`src/rtl/sap_pkg.sv`:
```
// Shared constants and the trace entry type for the sap_bus block.
package sap_pkg;

  localparam int DEF_WIDTH       = 8;
  localparam int DEF_N_SRC       = 5;
  localparam int DEF_TRACE_DEPTH = 8;
  localparam int DEF_SRC_W       = $clog2(DEF_N_SRC);

  localparam logic [7:0] ERR_COUNT_MAX = 8'hFF;

  typedef struct packed {
    logic [DEF_SRC_W-1:0] src;
    logic [DEF_WIDTH-1:0] data;
  } trace_entry_t;

endpackage

```
`src/rtl/sap_bus_trace.sv`:
```
// Trace ring for sap_bus: records {source, data} of each valid transfer and
// overwrites the oldest entry when full. Instantiated only with SAP_BUS_TRACE_EN.
module sap_bus_trace
  import sap_pkg::*;
#(
  parameter int WIDTH = DEF_WIDTH,
  parameter int SRC_W = DEF_SRC_W,
  parameter int DEPTH = DEF_TRACE_DEPTH
) (
  input  logic             clk,
  input  logic             rst,
  input  logic             push,
  input  logic [SRC_W-1:0] push_src,
  input  logic [WIDTH-1:0] push_data,
  input  logic             pop,
  input  logic             clr,
  output logic             valid,
  output logic [SRC_W-1:0] rd_src,
  output logic [WIDTH-1:0] rd_data,
  output logic             ovf
);

  localparam int PTR_W = $clog2(DEPTH);
  localparam logic [PTR_W:0] FULL_CNT = DEPTH[PTR_W:0];

  logic [SRC_W-1:0] src_mem  [DEPTH];
  logic [WIDTH-1:0] data_mem [DEPTH];
  logic [PTR_W-1:0] wr_ptr;
  logic [PTR_W-1:0] rd_ptr;
  logic [PTR_W:0]   count;
  logic             empty;
  logic             full;
  logic             do_pop;

  assign empty  = (count == '0);
  assign full   = (count == FULL_CNT);
  assign do_pop = pop && !empty;

  always_ff @(posedge clk) begin
    if (push) begin
      src_mem[wr_ptr]  <= push_src;
      data_mem[wr_ptr] <= push_data;
    end
  end

  // A push into a full ring with no pop evicts the oldest entry, so the read
  // pointer advances and occupancy stays at DEPTH.
  always_ff @(posedge clk or negedge rst) begin
    if (!rst) begin
      wr_ptr <= '0;
      rd_ptr <= '0;
      count  <= '0;
      ovf    <= 1'b0;
    end else begin
      if (push) wr_ptr <= wr_ptr + 1'b1;
      if (do_pop || (push && full)) rd_ptr <= rd_ptr + 1'b1;
      if (push && !do_pop && !full) count <= count + 1'b1;
      else if (do_pop && !push) count <= count - 1'b1;
      if (clr) ovf <= 1'b0;
      else if (push && full && !do_pop) ovf <= 1'b1;
    end
  end

  assign valid   = !empty;
  assign rd_src  = empty ? '0 : src_mem[rd_ptr];
  assign rd_data = empty ? '0 : data_mem[rd_ptr];

endmodule

```
`src/rtl/sap_bus.sv`:
```
// Shared-bus arbiter-free mux with contention detection and error counting.
// Optional trace ring is enabled by defining SAP_BUS_TRACE_EN.
module sap_bus
  import sap_pkg::*;
#(
  parameter int WIDTH       = DEF_WIDTH,
  parameter int N_SRC       = DEF_N_SRC,
  parameter int TRACE_DEPTH = DEF_TRACE_DEPTH,
  localparam int SRC_W      = (N_SRC > 1) ? $clog2(N_SRC) : 1
) (
  input  logic                   clk,
  input  logic                   rst,
  input  logic [N_SRC-1:0]       src_en,
  input  logic [N_SRC*WIDTH-1:0] src_data,
  output logic [WIDTH-1:0]       bus,
  output logic [WIDTH-1:0]       bus_q,
  output logic                   contention,
  output logic                   err_sticky,
  output logic [7:0]             err_count,
  input  logic                   err_clr,
  input  logic                   trace_rd,
  output logic                   trace_valid,
  output logic [SRC_W-1:0]       trace_src,
  output logic [WIDTH-1:0]       trace_data,
  output logic                   trace_ovf
);

  logic [4:0]       en_cnt;
  logic [SRC_W-1:0] sel_idx;
  logic [WIDTH-1:0] sel_data;
  logic             one_hot;

  always_comb begin
    en_cnt   = '0;
    sel_idx  = '0;
    sel_data = '0;
    for (int i = 0; i < N_SRC; i++) begin
      if (src_en[i]) begin
        en_cnt   = en_cnt + 5'd1;
        sel_idx  = SRC_W'(i);
        sel_data = src_data[i*WIDTH +: WIDTH];
      end
    end
  end

  assign one_hot    = (en_cnt == 5'd1);
  assign contention = (en_cnt > 5'd1);

  // With no driver the bus keeps its last value, which bus_q already holds.
  always_comb begin
    bus = bus_q;
    if (one_hot) bus = sel_data;
    else if (contention) bus = '0;
  end

  always_ff @(posedge clk or negedge rst) begin
    if (!rst) begin
      bus_q      <= '0;
      err_sticky <= 1'b0;
      err_count  <= '0;
    end else begin
      bus_q <= bus;
      if (err_clr) begin
        err_sticky <= 1'b0;
        err_count  <= '0;
      end else if (contention) begin
        err_sticky <= 1'b1;
        if (err_count != ERR_COUNT_MAX) err_count <= err_count + 8'd1;
      end
    end
  end

`ifdef SAP_BUS_TRACE_EN
  sap_bus_trace #(
    .WIDTH (WIDTH),
    .SRC_W (SRC_W),
    .DEPTH (TRACE_DEPTH)
  ) u_trace (
    .clk       (clk),
    .rst       (rst),
    .push      (one_hot),
    .push_src  (sel_idx),
    .push_data (sel_data),
    .pop       (trace_rd),
    .clr       (err_clr),
    .valid     (trace_valid),
    .rd_src    (trace_src),
    .rd_data   (trace_data),
    .ovf       (trace_ovf)
  );
`else
  localparam int unused_depth = TRACE_DEPTH;
  logic unused_trace;

  assign unused_trace = &{1'b0, trace_rd, sel_idx};
  assign trace_valid  = 1'b0;
  assign trace_src    = '0;
  assign trace_data   = '0;
  assign trace_ovf    = 1'b0;
`endif

endmodule
```
`config.mk`:
```
export PLATFORM = sky130hd
export DESIGN_NAME = sap_bus
export DESIGN_NICKNAME = d
export VERILOG_FILES = /design/src/rtl/sap_pkg.sv /design/src/rtl/sap_bus_trace.sv /design/src/rtl/sap_bus.sv
export SDC_FILE = /design/constraint.sdc
export NUM_CORES = 1
export LEC_CHECK = 0
export CORE_UTILIZATION = 41
export CTS_CLUSTER_DIAMETER = 40
export DETAILED_ROUTE_END_ITERATION = 6
export PLACE_DENSITY = 0.86
export SKIP_LAST_GASP = 1
export SYNTH_ARGS = -nofsm -noshare
export SYNTH_HDL_FRONTEND = slang
export SYNTH_HIERARCHICAL = 1
export SYNTH_SLANG_ARGS = --single-unit
```
`constraint.sdc`:
```
create_clock -name clk -period 6.2 [get_ports clk]
set_input_delay 1.24 -clock clk [delete_from_list [all_inputs] [get_ports clk]]
set_output_delay 1.24 -clock clk [all_outputs]
set_load 0.05 [all_outputs]
```
# Word-level counts from Yosys, hierarchy flattened
# Cells that the tools add are included.
[classes] add_sub_neg=5 multipliers=0 div=0 n_lt_le_gt_ge=1 n_eq_ne=2 shifts=0 mux=17 bitwise=0 reduce_logical=3
[ops] op="$mux 8" count=10
[ops] op="$add 5x1->5 const B" count=4
[ops] op="$mux 5" count=4
[ops] op="$add 8x1->8 const B" count=1
[ops] op="$ne 8x8->1 const B" count=1
[ops] op="$eq 5x1->1 const B" count=1
[ops] op="$gt 5x1->1 const B" count=1
[ops] op="$reduce_bool 2->1" count=2
[ops] op="$mux 1" count=3
[ops] op="$reduce_and 2->1" count=1
[word_totals] register_bits=17 latch_bits=0 ram_bits=0 romBits=0 in_bits=49 out_inout_bits=39 wordCells=31 n_memories=0

# Longest topological paths before layout
[logic_depth] depth_word=12 ltp_mapped=16 mapped_depth_nobuf=13

# Worst setup path before layout
# No wires, ideal clock.
[synth_path] path_kind="in2out" startpoint="input src_en[1]" endpoint="output bus[0]" arrival_time_ns=3.862 required_ns=4.960 slack_ns=1.098 stages=12 n_path_buf=3 path_cell_list="clkbuf_1 -> inv_1 -> ha_1 -> xnor2_1 -> a21o_1 -> ha_1 -> nor3b_1 -> mux2_4 -> o2bb2a_2 -> buf_6 -> buf_6 -> o21ai_2"
[synth_between] elab_chain_cells=10 word_cells_on_any_way=15 cone_classes="add/sub (3); order compare (1); eq/ne (1); mux (10)"
[synth_rtl] element="start: declaration" line="sap_bus.sv:13" source="input logic [N_SRC-1:0] src_en,"
[synth_rtl] element="$mux 5" line="sap_bus.sv:38" source="if (src_en[i]) begin"
[synth_rtl] element="$add 5x1->5" line="sap_bus.sv:39" source="en_cnt = en_cnt + 5'd1;"
[synth_rtl] element="$mux 5" line="sap_bus.sv:38"
[synth_rtl] element="$add 5x1->5" line="sap_bus.sv:39"
[synth_rtl] element="$mux 5" line="sap_bus.sv:38"
[synth_rtl] element="$add 5x1->5" line="sap_bus.sv:39"
[synth_rtl] element="$mux 5" line="sap_bus.sv:38"
[synth_rtl] element="$gt 5x1->1" line="sap_bus.sv:47" source="assign contention = (en_cnt > 5'd1);"
[synth_rtl] element="$mux 8" line="sap_bus.sv:53" source="else if (contention) bus = '0;"
[synth_rtl] element="$mux 8 (*)" line="sap_bus.sv:52" source="if (one_hot) bus = sel_data;"
[synth_rtl] element="end: declaration" line="sap_bus.sv:15" source="output logic [WIDTH-1:0] bus,"
# Every way passes the cells marked *; elsewhere a longest branch is shown, timed or not.

# Worst setup path after layout
[layout_path] startpoint="input src_en[1]" endpoint="output contention"
[layout_between] elab_chain_cells=8
[layout_rtl] element="$mux 5 (*)" line="sap_bus.sv:38"
[layout_rtl] element="$add 5x1->5" line="sap_bus.sv:39"
[layout_rtl] element="$mux 5 (*)" line="sap_bus.sv:38"
[layout_rtl] element="$add 5x1->5" line="sap_bus.sv:39"
[layout_rtl] element="$mux 5 (*)" line="sap_bus.sv:38"
[layout_rtl] element="$add 5x1->5" line="sap_bus.sv:39"
[layout_rtl] element="$mux 5 (*)" line="sap_bus.sv:38"
[layout_rtl] element="$gt 5x1->1 (*)" line="sap_bus.sv:47"
[layout_rtl] element="end: declaration" line="sap_bus.sv:17" source="output logic contention,"
# Marks and branches as above.

==> flow_summary.toml <==
[placed_design]
placed_cell_area_um2 = 2278
io_buffer_count = 73
dp.cells = 285
gp_congestion = 0.8579
dp_hpwl_um = 3161
pre_cts_slack_ns = 0.5603

[outcome]
status = "completed"

[critical_path]
crit_required_ns = 4.96
reg2regPathDepth = 5
path_buf_inv = 4
critPathCaptureType = "primary output"
cp_top_family = "buffers and inverters"
path_cells = "clkdlybuf4s50_1, inv_1, ha_1, xnor2_1, a21o_1, ha_1, nor3b_1, mux2_4, o21a_1, clkinv_4, clkdlybuf4s50_1"
cp.arrival_ns = 4.42
startpoint_type = "input port"
r2r-end = "err_count[5]"
crit_path_max_fanout = 13
slowest_delay_ns = 0.81
path_class = "input port to primary output"
r2r-start = "err_count[0]"
r2r_slack_ns = 4.33
cp_slowest_cell = "clkdlybuf4s50_1"

[die]
die_w_um = 62.94
num_rows = 21
fp.dieH_um = 62.94
die-area_um2 = 3961
ios = 88
fp.coreArea_um2 = 3442
initial_utilization_pct = 44.24

[timing]
whs_ns = 0.5326
skew_ns = 0.004956
finalSetupTns_ns = 0
worstMarginPinSlew_ns = 0.7881
maxSlewHeadroom_pct = 47.29
fmax_mhz = 176.8
setup_violations = 0
rsz0062_at_grt = "no"
fin_crit_ns = 5.657
hold_viol = 0
period_share_pct = 91.24
setup_ws_ns = 0.5433
final-max-slew-violation-count = 0

[clock_tree]
clk_pin_slew_worst_paths_ns = 0.07
ctsHoldBuffers = 0
cts_sinks = 17
cts_tree = "built"
cts.path.max_buffers = 2
cts.repair.resized = 0
ctsRootBufferMaster = "clkbuf_8"
post-cts-setup-buffer-count = 0
insertion_delay_ns = 0.26
cts_htree_levels = 1
cts_buffers = 3

[grt]
grt_pass1_vias = 1445
antenna_found_initial = 0
grt_pass1_wl_um = 6617
track_usage_pct = 20.71
overflow = 0
grt_max_degree = 22

[final_layout]
num-fill-cells = 263
fin_cells = 289
stdcell_area_um2 = 2327
syn2layout_area_growth_pct = 52.83
diodes = 0
drive_above_1_share_pct = 13.99
final_util_pct = 67.61
nNetsFinal = 299

[min_path]
holdCritPathClass = "flop to flop"
hold-path-endpoint = "err_sticky"
hold_start = "err_sticky"
hold-path-cell-count = 2

[routing]
drt_wl_total_um = 3945
viasPerCell = 5.173
dr.pass1.iters = 4
ant_nets = 0
drt-initial-drc-count = 48
wl_per_cell_um = 13.65
vias = 1495
drc = 0

[synth]
synth_area_um2 = 1523
synth_edf_count = 0
synthCells = 177
synthArstFlopShare_pct = 100.0
yosysSeqAreaShare_pct = 27.94
syn_avg_cell_area_um2 = 8.603
synthDistinctLibCells = 40
ys_warn_count = 6
synth_flop_cell = "dfrtp_1"
ys_ff_latch = 17

[run]
maxCapViolations = 0

[pwr]
static-leakage-power_nw = 0.9264
powerDensity_nw_per_um2 = 223.6
vdd_drop_max_mv = 0.1900
p_total_mw = 0.5205
cells in the final DEF (no fill, tap or decap), types with 3 or more instances in the layout:
master	n
a21oi_1	8
a221oi_1	8
a311oi_1	3
buf_12	8
buf_4	4
clkbuf_8	3
clkdlybuf4s50_1	65
conb_1	13
dfrtp_1	17
ha_1	6
inv_1	5
nand2_1	12
nand3_1	11
nand3_2	3
nand4b_1	3
nor2_1	9
nor2b_1	9
nor3_1	10
o21a_1	9
o21ai_2	8
sequential cells by signal (all words and copies together) (netlist names):
signal	flops
bus_q	8
err_count	8
err_sticky	1
cell type report:
cell class | count | area (um2) | area share (%)
well taps | 46 | 57.56 | 2.473
inverters | 6 | 27.53 | 1.183
clock buffers | 3 | 41.29 | 1.774
repair buffers | 77 | 840.8 | 36.13
clock inverters | 1 | 7.507 | 0.3226
multi-input cells | 139 | 927.1 | 39.84
flip-flops and latches | 17 | 425.4 | 18.28
synth_stat cells (all sizes together) (5+ instances only):
library cell  number  area, um2
nor2b              9      56.30
buf               19      157.7
a311oi             5      56.31
clkbuf             8      30.03
ha                 6      75.07
nand2             12      45.04
nand3             14      85.08
o21ai             10      80.08
inv                5      18.77
a21oi             10      57.56
nor3              10      50.05
dfrtp             17      425.4
nor2               9      33.78
a221oi             8      70.07
o21a               9      67.56
per-layer routing:
| metal | vias to the layer above | routed length, um | track usage, % |
|---|---|---|---|
| met5 | - | 0 | 0 |
| met4 | 0 | 20 | 4.360 |
| met3 | 2 | 186 | 4.380 |
| met2 | 51 | 2071 | 37.50 |
| met1 | 694 | 1666 | 24.72 |
| li1 | 748 | - | - |
worst min-delay path, cell delays in order, from the launching register on:
cell	delay, ns
dfrtp_1	0.36
nor2_1	0.05
nor2_1	0.08
worst max path at each step:
| stage | start | to | slack [ns] | cells after the start |
|---|---|---|---|---|
| floorplan | src_en[1] | bus[0] | 1.10 | 12 |
| global placement | src_en[1] | contention | 0.63 | 11 |
| detailed placement | src_en[1] | contention | 0.56 | 11 |
| CTS | src_en[1] | contention | 0.55 | 11 |
| global route | src_en[0] | contention | 0.42 | 11 |
| finish | src_en[1] | contention | 0.54 | 11 |
cells by family after synthesis:
group                    Yosys count  share of synthesized area [%]
adder cells (fa/ha/maj)            6                          4.930
XOR/XNOR                           3                          1.726
other                              1                         0.2463
flip-flops                        17                          27.94
AND/OR/NAND/NOR                   66                          23.75
multiplexers                       2                          1.643
buffers and inverters             33                          14.13
AO/OA/AOI/OAI                     49                          25.64
report_power, final:
part | leakage (nW) | switching (mW) | internal [mW]
Sequential | 0.231 | 0.0102 | 0.124
Clock | 0.0217 | 0.0407 | 0.0453
Combinational | 0.674 | 0.181 | 0.119
Total | 0.926 | 0.232 | 0.288
(Power assumes the default switching activity.)
